===== config.mk =====
export PLATFORM = sky130hd
export DESIGN_NAME = spi_txn_arbiter_flat
export DESIGN_NICKNAME = d
export VERILOG_FILES = /design/src/rtl/spi_txn_arbiter_if.sv /design/src/rtl/spi_txn_arbiter.sv /design/src/flat_wrapper.sv
export SDC_FILE = /design/constraint.sdc
export NUM_CORES = 1
export LEC_CHECK = 0
export BUFFER_PORTS_ARGS = -buffer_cell sky130_fd_sc_hd__buf_4
export CORE_MARGIN = 2
export CORE_UTILIZATION = 47
export CTS_BUF_LIST = sky130_fd_sc_hd__clkbuf_4
export DETAILED_ROUTE_END_ITERATION = 7
export PLACE_DENSITY = 0.78
export RECOVER_POWER = 100
export SLEW_MARGIN = 0
export SYNTH_ARGS = -nofsm -noshare
export SYNTH_HDL_FRONTEND = slang
export SYNTH_SLANG_ARGS = --single-unit

===== constraint.sdc =====
create_clock -name clk_i -period 4.5 [get_ports clk_i]
set_input_delay 0.225 -clock clk_i [delete_from_list [all_inputs] [get_ports clk_i]]
set_output_delay 0.225 -clock clk_i [all_outputs]
set_load 0.1 [all_outputs]

===== src/rtl/spi_txn_arbiter_if.sv =====
// rtl/spi_txn_arbiter_if.sv - requester, response and engine signals of the SPI transaction arbiter
interface spi_txn_arbiter_if #(
    parameter int CNT_W = 8
) ();
    logic [1:0]       req_valid_i;
    logic [1:0]       req_ready_o;
    logic [7:0]       req0_cmd_i;
    logic [31:0]      req0_addr_i;
    logic [31:0]      req0_data_i;
    logic [7:0]       req1_cmd_i;
    logic [31:0]      req1_addr_i;
    logic [31:0]      req1_data_i;
    logic [1:0]       rsp_valid_o;
    logic [31:0]      rsp_data_o;
    logic             rsp_err_o;
    logic             eng_start_o;
    logic             eng_abort_o;
    logic [7:0]       eng_cmd_o;
    logic [31:0]      eng_addr_o;
    logic [31:0]      eng_data_o;
    logic             eng_done_i;
    logic [31:0]      eng_rdata_i;
    logic             busy_o;
    logic             owner_o;
    logic [CNT_W-1:0] txn_count_o;

    modport slave (
        input  req_valid_i, req0_cmd_i, req0_addr_i, req0_data_i,
               req1_cmd_i, req1_addr_i, req1_data_i, eng_done_i, eng_rdata_i,
        output req_ready_o, rsp_valid_o, rsp_data_o, rsp_err_o,
               eng_start_o, eng_abort_o, eng_cmd_o, eng_addr_o, eng_data_o,
               busy_o, owner_o, txn_count_o
    );

    modport master (
        output req_valid_i, req0_cmd_i, req0_addr_i, req0_data_i,
               req1_cmd_i, req1_addr_i, req1_data_i, eng_done_i, eng_rdata_i,
        input  req_ready_o, rsp_valid_o, rsp_data_o, rsp_err_o,
               eng_start_o, eng_abort_o, eng_cmd_o, eng_addr_o, eng_data_o,
               busy_o, owner_o, txn_count_o
    );
endinterface


===== src/rtl/spi_txn_arbiter.sv =====
// rtl/spi_txn_arbiter.sv - round-robin transaction scheduler for the shared SPI master engine
module spi_txn_arbiter #(
    parameter int TIMEOUT_CYCLES = 1024,
    parameter int CNT_W          = 8
) (
    input  logic             clk_i,
    input  logic             rst_i,
    spi_txn_arbiter_if.slave bus
);
    typedef enum logic [1:0] {
        ST_IDLE,
        ST_LAUNCH,
        ST_WAIT,
        ST_RESP
    } state_t;

    localparam logic [15:0] TIMER_LAST = 16'(TIMEOUT_CYCLES - 1);

    state_t           state_q;
    state_t           state_d;
    logic             last_grant_q;
    logic             owner_q;
    logic [7:0]       cmd_q;
    logic [31:0]      addr_q;
    logic [31:0]      data_q;
    logic [15:0]      timer_q;
    logic [31:0]      rsp_data_q;
    logic             rsp_err_q;
    logic [CNT_W-1:0] txn_count_q;

    logic             grant;
    logic [7:0]       sel_cmd;
    logic [31:0]      sel_addr;
    logic [31:0]      sel_data;
    logic             sel_legal;
    logic             accept;
    logic             eng_start;
    logic             eng_abort;
    logic             rsp_fire;
    logic             timeout_hit;

    function automatic logic cmd_legal(input logic [7:0] c);
        return (c == 8'h01) || (c == 8'h02) || (c == 8'h07) || (c == 8'h0B);
    endfunction

    function automatic logic cmd_is_read(input logic [7:0] c);
        return (c == 8'h07) || (c == 8'h0B);
    endfunction

    // On a tie the requester that did not win last time is served.
    always_comb begin
        grant = 1'b0;
        case (bus.req_valid_i)
            2'b01:   grant = 1'b0;
            2'b10:   grant = 1'b1;
            2'b11:   grant = ~last_grant_q;
            default: grant = 1'b0;
        endcase
    end

    assign sel_cmd     = grant ? bus.req1_cmd_i  : bus.req0_cmd_i;
    assign sel_addr    = grant ? bus.req1_addr_i : bus.req0_addr_i;
    assign sel_data    = grant ? bus.req1_data_i : bus.req0_data_i;
    assign sel_legal   = cmd_legal(sel_cmd);
    assign timeout_hit = (timer_q == TIMER_LAST);

    always_ff @(posedge clk_i or posedge rst_i) begin
        if (rst_i) begin
            state_q <= ST_IDLE;
        end else begin
            state_q <= state_d;
        end
    end

    always_comb begin
        state_d   = state_q;
        accept    = 1'b0;
        eng_start = 1'b0;
        eng_abort = 1'b0;
        rsp_fire  = 1'b0;
        case (state_q)
            ST_IDLE: begin
                if (|bus.req_valid_i) begin
                    accept  = 1'b1;
                    state_d = sel_legal ? ST_LAUNCH : ST_RESP;
                end
            end
            ST_LAUNCH: begin
                eng_start = 1'b1;
                state_d   = ST_WAIT;
            end
            ST_WAIT: begin
                // A completion in the same cycle as the deadline still counts as success.
                if (bus.eng_done_i) begin
                    state_d = ST_RESP;
                end else if (timeout_hit) begin
                    eng_abort = 1'b1;
                    state_d   = ST_RESP;
                end
            end
            ST_RESP: begin
                rsp_fire = 1'b1;
                state_d  = ST_IDLE;
            end
            default: state_d = ST_IDLE;
        endcase
    end

    always_ff @(posedge clk_i or posedge rst_i) begin
        if (rst_i) begin
            last_grant_q <= 1'b1;
            owner_q      <= 1'b0;
            cmd_q        <= 8'h00;
            addr_q       <= 32'h0;
            data_q       <= 32'h0;
            timer_q      <= 16'h0;
            rsp_data_q   <= 32'h0;
            rsp_err_q    <= 1'b0;
            txn_count_q  <= '0;
        end else begin
            if (accept) begin
                owner_q <= grant;
                cmd_q   <= sel_cmd;
                addr_q  <= sel_addr;
                data_q  <= sel_data;
                if (!sel_legal) begin
                    rsp_data_q <= 32'h0;
                    rsp_err_q  <= 1'b1;
                end
            end

            if (state_q == ST_LAUNCH) begin
                timer_q <= 16'h0;
            end else if (state_q == ST_WAIT) begin
                timer_q <= timer_q + 16'd1;
            end

            if (state_q == ST_WAIT) begin
                if (bus.eng_done_i) begin
                    rsp_data_q <= cmd_is_read(cmd_q) ? bus.eng_rdata_i : 32'h0;
                    rsp_err_q  <= 1'b0;
                end else if (timeout_hit) begin
                    rsp_data_q <= 32'h0;
                    rsp_err_q  <= 1'b1;
                end
            end

            if (rsp_fire) begin
                last_grant_q <= owner_q;
                if (txn_count_q != {CNT_W{1'b1}}) begin
                    txn_count_q <= txn_count_q + CNT_W'(1);
                end
            end
        end
    end

    // The accept pulse is combinational, so it is masked while reset is held.
    assign bus.req_ready_o = (accept && !rst_i) ? (grant ? 2'b10 : 2'b01) : 2'b00;
    assign bus.rsp_valid_o = rsp_fire ? (owner_q ? 2'b10 : 2'b01) : 2'b00;
    assign bus.rsp_data_o  = rsp_data_q;
    assign bus.rsp_err_o   = rsp_err_q;
    assign bus.eng_start_o = eng_start;
    assign bus.eng_abort_o = eng_abort;
    assign bus.eng_cmd_o   = cmd_q;
    assign bus.eng_addr_o  = addr_q;
    assign bus.eng_data_o  = data_q;
    assign bus.busy_o      = (state_q != ST_IDLE);
    assign bus.owner_o     = owner_q;
    assign bus.txn_count_o = txn_count_q;
endmodule


===== src/flat_wrapper.sv =====
// flat-port wrapper written by rule: the top's interface ports become plain ports
module spi_txn_arbiter_flat 
#(
    parameter int TIMEOUT_CYCLES = 1024,
    parameter int CNT_W          = 8
)
  (clk_i, rst_i, bus_req_valid_i, bus_req0_cmd_i, bus_req0_addr_i, bus_req0_data_i, bus_req1_cmd_i, bus_req1_addr_i, bus_req1_data_i, bus_eng_done_i, bus_eng_rdata_i, bus_req_ready_o, bus_rsp_valid_o, bus_rsp_data_o, bus_rsp_err_o, bus_eng_start_o, bus_eng_abort_o, bus_eng_cmd_o, bus_eng_addr_o, bus_eng_data_o, bus_busy_o, bus_owner_o, bus_txn_count_o);
  spi_txn_arbiter_if #(.CNT_W(CNT_W)) bus_i ();
  input  logic clk_i;
  input  logic rst_i;
  input wire logic [$bits(bus_i.req_valid_i)-1:0] bus_req_valid_i;
  input wire logic [$bits(bus_i.req0_cmd_i)-1:0] bus_req0_cmd_i;
  input wire logic [$bits(bus_i.req0_addr_i)-1:0] bus_req0_addr_i;
  input wire logic [$bits(bus_i.req0_data_i)-1:0] bus_req0_data_i;
  input wire logic [$bits(bus_i.req1_cmd_i)-1:0] bus_req1_cmd_i;
  input wire logic [$bits(bus_i.req1_addr_i)-1:0] bus_req1_addr_i;
  input wire logic [$bits(bus_i.req1_data_i)-1:0] bus_req1_data_i;
  input wire logic [$bits(bus_i.eng_done_i)-1:0] bus_eng_done_i;
  input wire logic [$bits(bus_i.eng_rdata_i)-1:0] bus_eng_rdata_i;
  output wire logic [$bits(bus_i.req_ready_o)-1:0] bus_req_ready_o;
  output wire logic [$bits(bus_i.rsp_valid_o)-1:0] bus_rsp_valid_o;
  output wire logic [$bits(bus_i.rsp_data_o)-1:0] bus_rsp_data_o;
  output wire logic [$bits(bus_i.rsp_err_o)-1:0] bus_rsp_err_o;
  output wire logic [$bits(bus_i.eng_start_o)-1:0] bus_eng_start_o;
  output wire logic [$bits(bus_i.eng_abort_o)-1:0] bus_eng_abort_o;
  output wire logic [$bits(bus_i.eng_cmd_o)-1:0] bus_eng_cmd_o;
  output wire logic [$bits(bus_i.eng_addr_o)-1:0] bus_eng_addr_o;
  output wire logic [$bits(bus_i.eng_data_o)-1:0] bus_eng_data_o;
  output wire logic [$bits(bus_i.busy_o)-1:0] bus_busy_o;
  output wire logic [$bits(bus_i.owner_o)-1:0] bus_owner_o;
  output wire logic [$bits(bus_i.txn_count_o)-1:0] bus_txn_count_o;
  assign bus_i.req_valid_i = bus_req_valid_i;
  assign bus_i.req0_cmd_i = bus_req0_cmd_i;
  assign bus_i.req0_addr_i = bus_req0_addr_i;
  assign bus_i.req0_data_i = bus_req0_data_i;
  assign bus_i.req1_cmd_i = bus_req1_cmd_i;
  assign bus_i.req1_addr_i = bus_req1_addr_i;
  assign bus_i.req1_data_i = bus_req1_data_i;
  assign bus_i.eng_done_i = bus_eng_done_i;
  assign bus_i.eng_rdata_i = bus_eng_rdata_i;
  assign bus_req_ready_o = bus_i.req_ready_o;
  assign bus_rsp_valid_o = bus_i.rsp_valid_o;
  assign bus_rsp_data_o = bus_i.rsp_data_o;
  assign bus_rsp_err_o = bus_i.rsp_err_o;
  assign bus_eng_start_o = bus_i.eng_start_o;
  assign bus_eng_abort_o = bus_i.eng_abort_o;
  assign bus_eng_cmd_o = bus_i.eng_cmd_o;
  assign bus_eng_addr_o = bus_i.eng_addr_o;
  assign bus_eng_data_o = bus_i.eng_data_o;
  assign bus_busy_o = bus_i.busy_o;
  assign bus_owner_o = bus_i.owner_o;
  assign bus_txn_count_o = bus_i.txn_count_o;
  spi_txn_arbiter #(.TIMEOUT_CYCLES(TIMEOUT_CYCLES), .CNT_W(CNT_W)) u_core (.clk_i(clk_i), .rst_i(rst_i), .bus(bus_i));
endmodule

==> impl_results.md, run 1 <==
* Drt drc at 0
* Post-Syn Nets at 740
* CP startpoint kind: flop
* Hpwl dp at between 10 and 15 mm
* Max H-tree Level at 4
* Routed len/inst at approximately 20 µm
* Post-Syn Area at 0.00603 mm²
* Hold path depth at 3
* Gpl congestion at 0.879
* Reg-to-Reg Start: u_core.last_grant_q$_DFFE_PP1P_
* Number of synthesized flops with an enable pin at 0
* Num CTS Buffers at 17
* All-Layer GR Usage at 0.350
* Worst Hold Path EP: u_core.bus.eng_data_o[12]$_DFFE_PP0P_
* Initial antenna violation count at 0
* Post-Route Skew at roughly 0.02 ns
* Max-slew violation count at roughly 130
* Fill count at between 800 and 900
* Syn_area_per_cell at between 10 and 15 µm²
* Sink Count at between 100 and 150
* Worst hold path class: in -> reg
* Cell total after placement at approximately 1000
* Commonest non-fill, non-tap cell in the layout: buf_4
* Fin cells at 1195
* Synth area leaders: dfrtp_1 (55%), mux2i_1 (12%), o21ai_0 (6.7%), nand2_1 (5.4%), a22o_1 (4.8%)
* Vias in the first global route at between 6000 and 7000
* I/O pins at slightly above 300
* Share of layout cells above drive strength 1 at 0.218
* Final core occ at 0.781
* CTS tree: built
* Pre-Repair DR Iteration Count at 5
* Peak VDD IR at between 0.7 and 0.8 mV
* Synth warn at 0
* Initial Utilization at 0.480
* Antenna cells at 0
* Top_reg_cell synth: dfrtp_1
* Post-layout minimum cycle time at between 3 and 4 ns
* Final Cycle Share at 0.767
* Post-synth top area cell: dfrtp_1
* Setup-failing EPs final at 0
* CP required at 4.98 ns
* Hold_sp: bus_req0_data_i[12]
* Failing checks: max-capacitance violations, max-slew violations
* Clock Latency Late Sink at around 0.57 ns
* IO buf count at roughly 300
* PD cells at 713 mW/mm²
* Via density at about 5.4
* Die Span X at ~120 µm
* Die height at about 120 µm
* Most frequent cells in the layout: buf_4 (182), dlygate4sd3_1 (166), dfrtp_1 (132), clkbuf_1 (121), nand2_1 (86)
* Multi-input logic area at roughly 0.0025 mm²
* CP Data Arrival Time at 3.93 ns
* Worst-path fanout max at 39
* Lkg Pwr at 4.68 nW
* TNS Setup at 0 ns
* CORE AREA at 0.0126 mm²
* Register area at ~0.0033 mm²
* Cell Rows at 41
* Flop-to-flop setup slack at 1.05 ns
* WL final at 23.9 mm
* Critical path type: reg -> reg
* Fmax achieved at about 290 MHz
* Die area at ~0.014 mm²
* DR iter-0 viols at 510
* CTS Hold Bufs at 166
* Asr flop ratio synth at 1.00
* Max-Cap Viols at 2
* Routed Antenna Nets at 0
* Vias at between 6000 and 7000
* Slew of the pin with the lowest slew margin at ~2 ns
* CTS root buffer: clkbuf_4
* Status: finished, violations left
* Worst Reg2Reg Path Length in Cells at 6
* Area delta synth->final at 62.8%
* Post-CTS setup buffers at 0
* Worst R2R End: u_core.bus.rsp_data_o[8]$_DFF_PP0_
* Slew HR at -0.326
* Worst hold slack at roughly 0.023 ns
* Yosys reg bits at ~130
* Clock Path Buffers at 2
* Tot Pwr at between 0.006 and 0.007 W
* Worst-path clk slew at between 0.1 and 0.15 ns
* RSZ-0062 raised after global routing: false
* Nets at roughly 1200
* Global-route wire length before repair at approximately 36 mm
* Seq/Total Area, Yosys at 0.552
* Post_cts resized at 0
* Post-synth top area share at 0.548
* Setup crit end kind: flop
* Grt total ovfl at 0
* Synth unique cells at 40
* Largest net degree at the start of global routing at 100
* Final Hold Viols at 0
* Syn Inst Count at around 550
## layer usage
metal | wire length, µm | track usage | part of all wire | up-vias
li1 | - | - | - | 2882
met3 | 1730 | 0.0891 | 0.072 | 109
met4 | 1500 | 0.220 | 0.062 | 0
met5 | 0 | 0 | 0 | -
met1 | 8630 | 0.392 | 0.36 | 3097
met2 | 12100 | 0.596 | 0.50 | 365
## kinds of logic (layout without fill, tap and decap cells)
family / Yosys count / in the layout / synth area share
simple gates: 149 / 149 / 0.113
flops: 133 / 133 / 0.552
compound gates: 129 / 129 / 0.138
mux: 76 / 76 / 0.127
buf+inv: 41 / 512 / 0.0309
xor+xnor: 17 / 17 / 0.0247
fa+ha+maj: 7 / 7 / 0.0145
## worst max-delay path: stages, from the launching register on
cell and delay (ns):
dfstp_1 0.54, a21boi_0 0.16, buf_4 0.36, nor2_1 0.21, a32oi_1 0.13, a211oi_2 1.61, a22o_1 0.34
## synthesized netlist by cell type (2+ instances only)
cell,count
a21oi_1,5
a22o_1,33
and2_1,3
and3_1,2
and4_1,2
buf_2,8
buf_6,3
clkbuf_1,21
dfrtp_1,132
ha_1,7
inv_1,8
mux2_2,2
mux2i_1,74
nand2_1,86
nand3_1,8
nand4_1,7
nand4b_1,4
nor2_1,20
nor3_1,5
nor4_1,3
o21ai_0,81
or3_1,5
xnor2_1,10
xor2_1,7
## worst max-delay path by stage
stage / startpoint / to / slack (ns) / cells after the start
final: u_core.last_grant_q$_DFFE_PP1P_ / u_core.bus.rsp_data_o[8]$_DFF_PP0_ / 1.05 / 6
after detailed placement: u_core.last_grant_q$_DFFE_PP1P_ / u_core.bus.rsp_data_o[8]$_DFF_PP0_ / 1.79 / 6
after global placement: u_core.last_grant_q$_DFFE_PP1P_ / u_core.bus.rsp_data_o[9]$_DFF_PP0_ / 1.92 / 6
after global routing: u_core.last_grant_q$_DFFE_PP1P_ / u_core.bus.rsp_data_o[31]$_DFF_PP0_ / 0.80 / 6
after floorplan: rst_i / u_core.bus.eng_addr_o[0]$_DFFE_PP0P_ / 0.72 / 1
after CTS: u_core.last_grant_q$_DFFE_PP1P_ / bus_req_ready_o[1] / 1.32 / 6
## where the power goes
group | total (W) | internal, W | switching [W]
Sequential | 0.00187 | 0.00158 | 0.000291
Clock | 0.000726 | 0.000272 | 0.000453
Combinational | 0.00440 | 0.000734 | 0.00366
## through the flow
step | cell area, µm² | worst slack [ns]
floorplan | 6030 | 0.722
global placement | 8400 | 1.92
detailed placement | 8400 | 1.79
CTS | 10300 | 1.32
global route | 9810 | 0.796
finish | 9810 | 1.05
## sequential cells by signal, summed over array words and instances, names as in the netlist
register,cells
u_core.bus.txn_count_o,8
u_core.state_q,2
u_core.bus.eng_data_o,32
u_core.bus.rsp_data_o,32
u_core.last_grant_q,1
u_core.bus.eng_cmd_o,8
u_core.bus.rsp_err_o,1
u_core.bus.owner_o,1
u_core.timer_q,16
u_core.bus.eng_addr_o,32
## layout make-up
cell class / instances / share of cell area
clock buffers: 19 / 0.0145
clock inverters: 13 / 0.00931
inverters: 9 / 0.00370
multi-input cells: 378 / 0.255
flip-flops and latches: 133 / 0.339
well taps: 172 / 0.0219
repair buffers: 471 / 0.356
(Power assumes the default switching activity.)
==> inputs of run 2 (changes only) <==
--- a/config.mk
+++ b/config.mk
@@ -5,12 +5,13 @@
 export SDC_FILE = /design/constraint.sdc
 export NUM_CORES = 1
 export LEC_CHECK = 0
+export ABC_AREA = 1
 export BUFFER_PORTS_ARGS = -buffer_cell sky130_fd_sc_hd__buf_4
 export CORE_MARGIN = 2
-export CORE_UTILIZATION = 47
+export CORE_UTILIZATION = 44
 export CTS_BUF_LIST = sky130_fd_sc_hd__clkbuf_4
 export DETAILED_ROUTE_END_ITERATION = 7
-export PLACE_DENSITY = 0.78
+export PLACE_DENSITY = 0.75
 export RECOVER_POWER = 100
 export SLEW_MARGIN = 0
 export SYNTH_ARGS = -nofsm -noshare
==> constraint.sdc (replaced) <==
create_clock -name clk_i -period 3.1 [get_ports clk_i]
set_input_delay 0.155 -clock clk_i [delete_from_list [all_inputs] [get_ports clk_i]]
set_output_delay 0.155 -clock clk_i [all_outputs]
set_load 0.1 [all_outputs]
==> impl_results.md, run 2 <==
* All-Layer GR Usage at 0.321 (-0.0289)
* Gpl congestion at 0.869 (-1.1%)
* Final Cycle Share at 0.934 (+0.167)
* Max-slew violation count at 134 (+0.75%)
* CP Cell Sequence: nand2_4 > nand2_8 > inv_2 > buf_4 > o21ai_0 > o21ai_0 > dlygate4sd3_1
* Die Span X at 125 µm (+6.6%)
* Post_cts resized at 0 (unchanged)
* Most frequent cells in the layout: nand2_1 (208), buf_4 (184), dlygate4sd3_1 (175), o21ai_0 (147), dfrtp_1 (132)
* Synth area leaders: dfrtp_1 (51%), nand2_1 (12%), o21ai_0 (9.2%), nor2_1 (5.2%), nand4_1 (4.1%)
* Highest Signal Layer: met4
* Setup-failing EPs final at 0 (unchanged)
* Failing checks: max-capacitance violations, max-slew violations
* Max-Cap Viols at 1 (-1)
* CP startpoint kind: flop
* Share of layout cells above drive strength 1 at 0.186 (-0.0318)
* Cell family with most CP delay: buffers and inverters
* CTS root buffer: clkbuf_4
* CP Data Arrival Time at 3.32 ns (-0.61 ns)
* Critical path type: reg -> reg
* Routed len/inst at 17.5 µm (-13%)
* Post-Syn Area at 0.00644 mm² (+6.8%)
* Setup slack after layout at 0.205 ns (-0.842 ns)
* Hpwl dp at 14.6 mm (+6.9%)
* Most used cell, CP: o21ai_0
* Grt total ovfl at 0 (unchanged)
* Via density at 5.29 (-2.0%)
* Syn_area_per_cell at 8.13 µm² (-26%)
* Asr flop ratio synth at 1.00 (unchanged)
* Number of synthesized flops with an enable pin at 0 (unchanged)
* Slew HR at -0.215 (+0.111)
* I/O pins at 302 (unchanged)
* Met2 Wirelength at 12.6 mm (+4.2%)
* Slowest cell on crit path: dlygate4sd3_1
* Post-Route Skew at 0.0329 ns (+0.0125 ns)
* RSZ-0062 raised after global routing: false
* Yosys reg bits at 133 (unchanged)
* Complex-gate fraction of the synthesized area at 0.133 (-0.00509)
* Worst hold path class: in -> reg
* CTS Hold Bufs at 175 (+5.4%)
* Final Hold Viols at 0 (unchanged)
* Synth cell count leaders: nand2_1 (208), dfrtp_1 (132), o21ai_0 (118)
* Top_reg_cell synth: dfrtp_1
* Post-Synth Adder-Cell Area at 0.0136 (-0.000923)
* Nets at 1438 (+20%)
* Most frequent cell after synthesis: nand2_1
* Seq/Total Area, Yosys at 0.517 (-0.0351)
* Fmax achieved at 345 MHz (+19%)
* Worst-path fanout max at 80 (+110%)
* CTS tree: built
* Largest family of logic cells by synthesized area: simple AND/OR/NAND/NOR gates
* Worst path max stage delay at 0.60 ns (-1.01 ns)
* Post-layout minimum cycle time at 2.90 ns (-0.558 ns)
* Slew of the pin with the lowest slew margin at 1.82 ns (-0.163 ns)
* PD cells at 1120 mW/mm² (+57%)
* Sink Count at 133 (unchanged)
* Worst hold slack at 0.0399 ns (+0.0170 ns)
* Area delta synth->final at 61.5%
* Vias in the first global route at 7940 (+16%)
* M1 WL at 9.11 mm (+5.6%)
* WL final at 25.3 mm (+5.7%)
* Global-route wire length before repair at 40.0 mm (+11%)
* Commonest non-fill, non-tap cell in the layout: nand2_1
* Initial Utilization at 0.446 (-0.0333)
* Largest net degree at the start of global routing at 134 (+34%)
* Worst Reg2Reg Path Length in Cells at 7 (+1)
* Initial antenna violation count at 2 (+2)
* Setup crit end kind: flop
* Cell Rows at 44 (+7.3%)
* IO buf count at 301 (unchanged)
* Die height at 125 µm (+6.6%)
* CP required at 3.53 ns (-1.45 ns)
* Worst-path clk slew at 0.11 ns (about the same)
* Syn Inst Count at 792 (+43%)
* TNS Setup at 0 ns (unchanged)
* Max H-tree Level at 4 (unchanged)
* Drt drc at 0 (unchanged)
* Post-Syn Nets at 980 (+32%)
* Num CTS Buffers at 17 (unchanged)
* Clock Latency Late Sink at 0.56 ns (about the same)
* Lkg Pwr at 5.04 nW (+7.8%)
* Clock Path Buffers at 2 (unchanged)
* Die area at 0.0156 mm² (+14%)
* Hold path depth at 4 (+1)
* Routed Antenna Nets at 0 (unchanged)
* Met3 WL at 2.04 mm (+18%)
* Worst slack, placed at 0.854 ns (-0.937 ns)
* Crit path buffers/inverters at 3 (+2)
* Vias at 7661 (+19%)
* Post-synth top area cell: dfrtp_1
* WP depth at 7 (+1)
* Synth warn at 0 (unchanged)
* CORE AREA at 0.0144 mm² (+15%)
* Mux share of post-synthesis cell area at 0 (-0.127)
* Xor/xnor share of the synthesized area at 0.00816 (-0.0165)
* Peak VDD IR at 0.884 mV (+19%)
* Pre-Repair DR Iteration Count at 5 (unchanged)
* Status: finished, violations left
* DR iter-0 viols at 546 (+7.1%)
* Post-CTS setup buffers at 0 (unchanged)
* Post-synth top area share at 0.513 (-0.0348)
* Synth unique cells at 33 (-18%)
* Simple-gate share of the synthesized area at 0.260 (+0.148)
## run 2: routing by layer
layer	GRT usage	vias to the layer above
li1	-	3537
met1	0.360	3563
met2	0.549	441
met3	0.0860	120
met4	0.195	0
met5	0	-
## run 2: worst paths after layout
check	startpoint	to	slack, ns
hold / removal	bus_req1_cmd_i[1]	u_core.bus.eng_cmd_o[1]$_DFFE_PP0P_	0.04
setup reg to reg	u_core.last_grant_q$_DFFE_PP1P_	u_core.bus.eng_addr_o[22]$_DFFE_PP0P_	0.20
setup / recovery	u_core.last_grant_q$_DFFE_PP1P_	u_core.bus.eng_addr_o[22]$_DFFE_PP0P_	0.20
hold reg to reg	u_core.last_grant_q$_DFFE_PP1P_	u_core.last_grant_q$_DFFE_PP1P_	0.52
min in group asynchronous	rst_i	u_core.bus.eng_addr_o[28]$_DFFE_PP0P_	0.91
max in group asynchronous	rst_i	u_core.bus.rsp_err_o$_DFF_PP0_	1.06
## run 2: cells by family after synthesis
family / after synthesis
AOI/OAI and AO/OA: 165
xor gates and xnor gates: 6
adders and majority gates: 7
and+or+nand+nor: 387
DFF: 133
buffers and inverters: 94
## run 2: worst min-delay path, stage by stage
cell and delay [ns]:
buf_4 0.09, nand3b_1 0.10, nand2_1 0.06, o21ai_0 0.13
## run 2: area by class of cell
class / instances / area (µm²)
diodes: 2 / 5.00
clock inverters: 11 / 183
repair buffers: 484 / 3650
multi-input cells: 565 / 2670
well taps: 184 / 230
fillers: 1152 / 4030
clock buffers: 20 / 150
inverters: 49 / 188
flip-flops and latches: 133 / 3330
## run 2: metrics by stage
| stage | util | instances | total power [W] | area (µm²) |
|---|---|---|---|---|
| global placement | 0.609 | 1240 | 0.00960 | 8790 |
| detailed placement | 0.609 | 1240 | 0.00966 | 8790 |
| CTS | 0.754 | 1446 | 0.0119 | 10900 |
| finish | 0.721 | 1448 | 0.0116 | 10400 |
| global route | 0.721 | 1448 | 0.0121 | 10400 |
| floorplan | - | 792 | 0.00806 | 6450 |
## run 2: power breakdown
part | total (W) | switching (W) | internal (W) | leakage [nW]
Combinational | 0.00747 | 0.00583 | 0.00164 | 3.16
Clock | 0.00139 | 0.000650 | 0.000736 | 0.174
Sequential | 0.00276 | 0.000442 | 0.00232 | 1.70
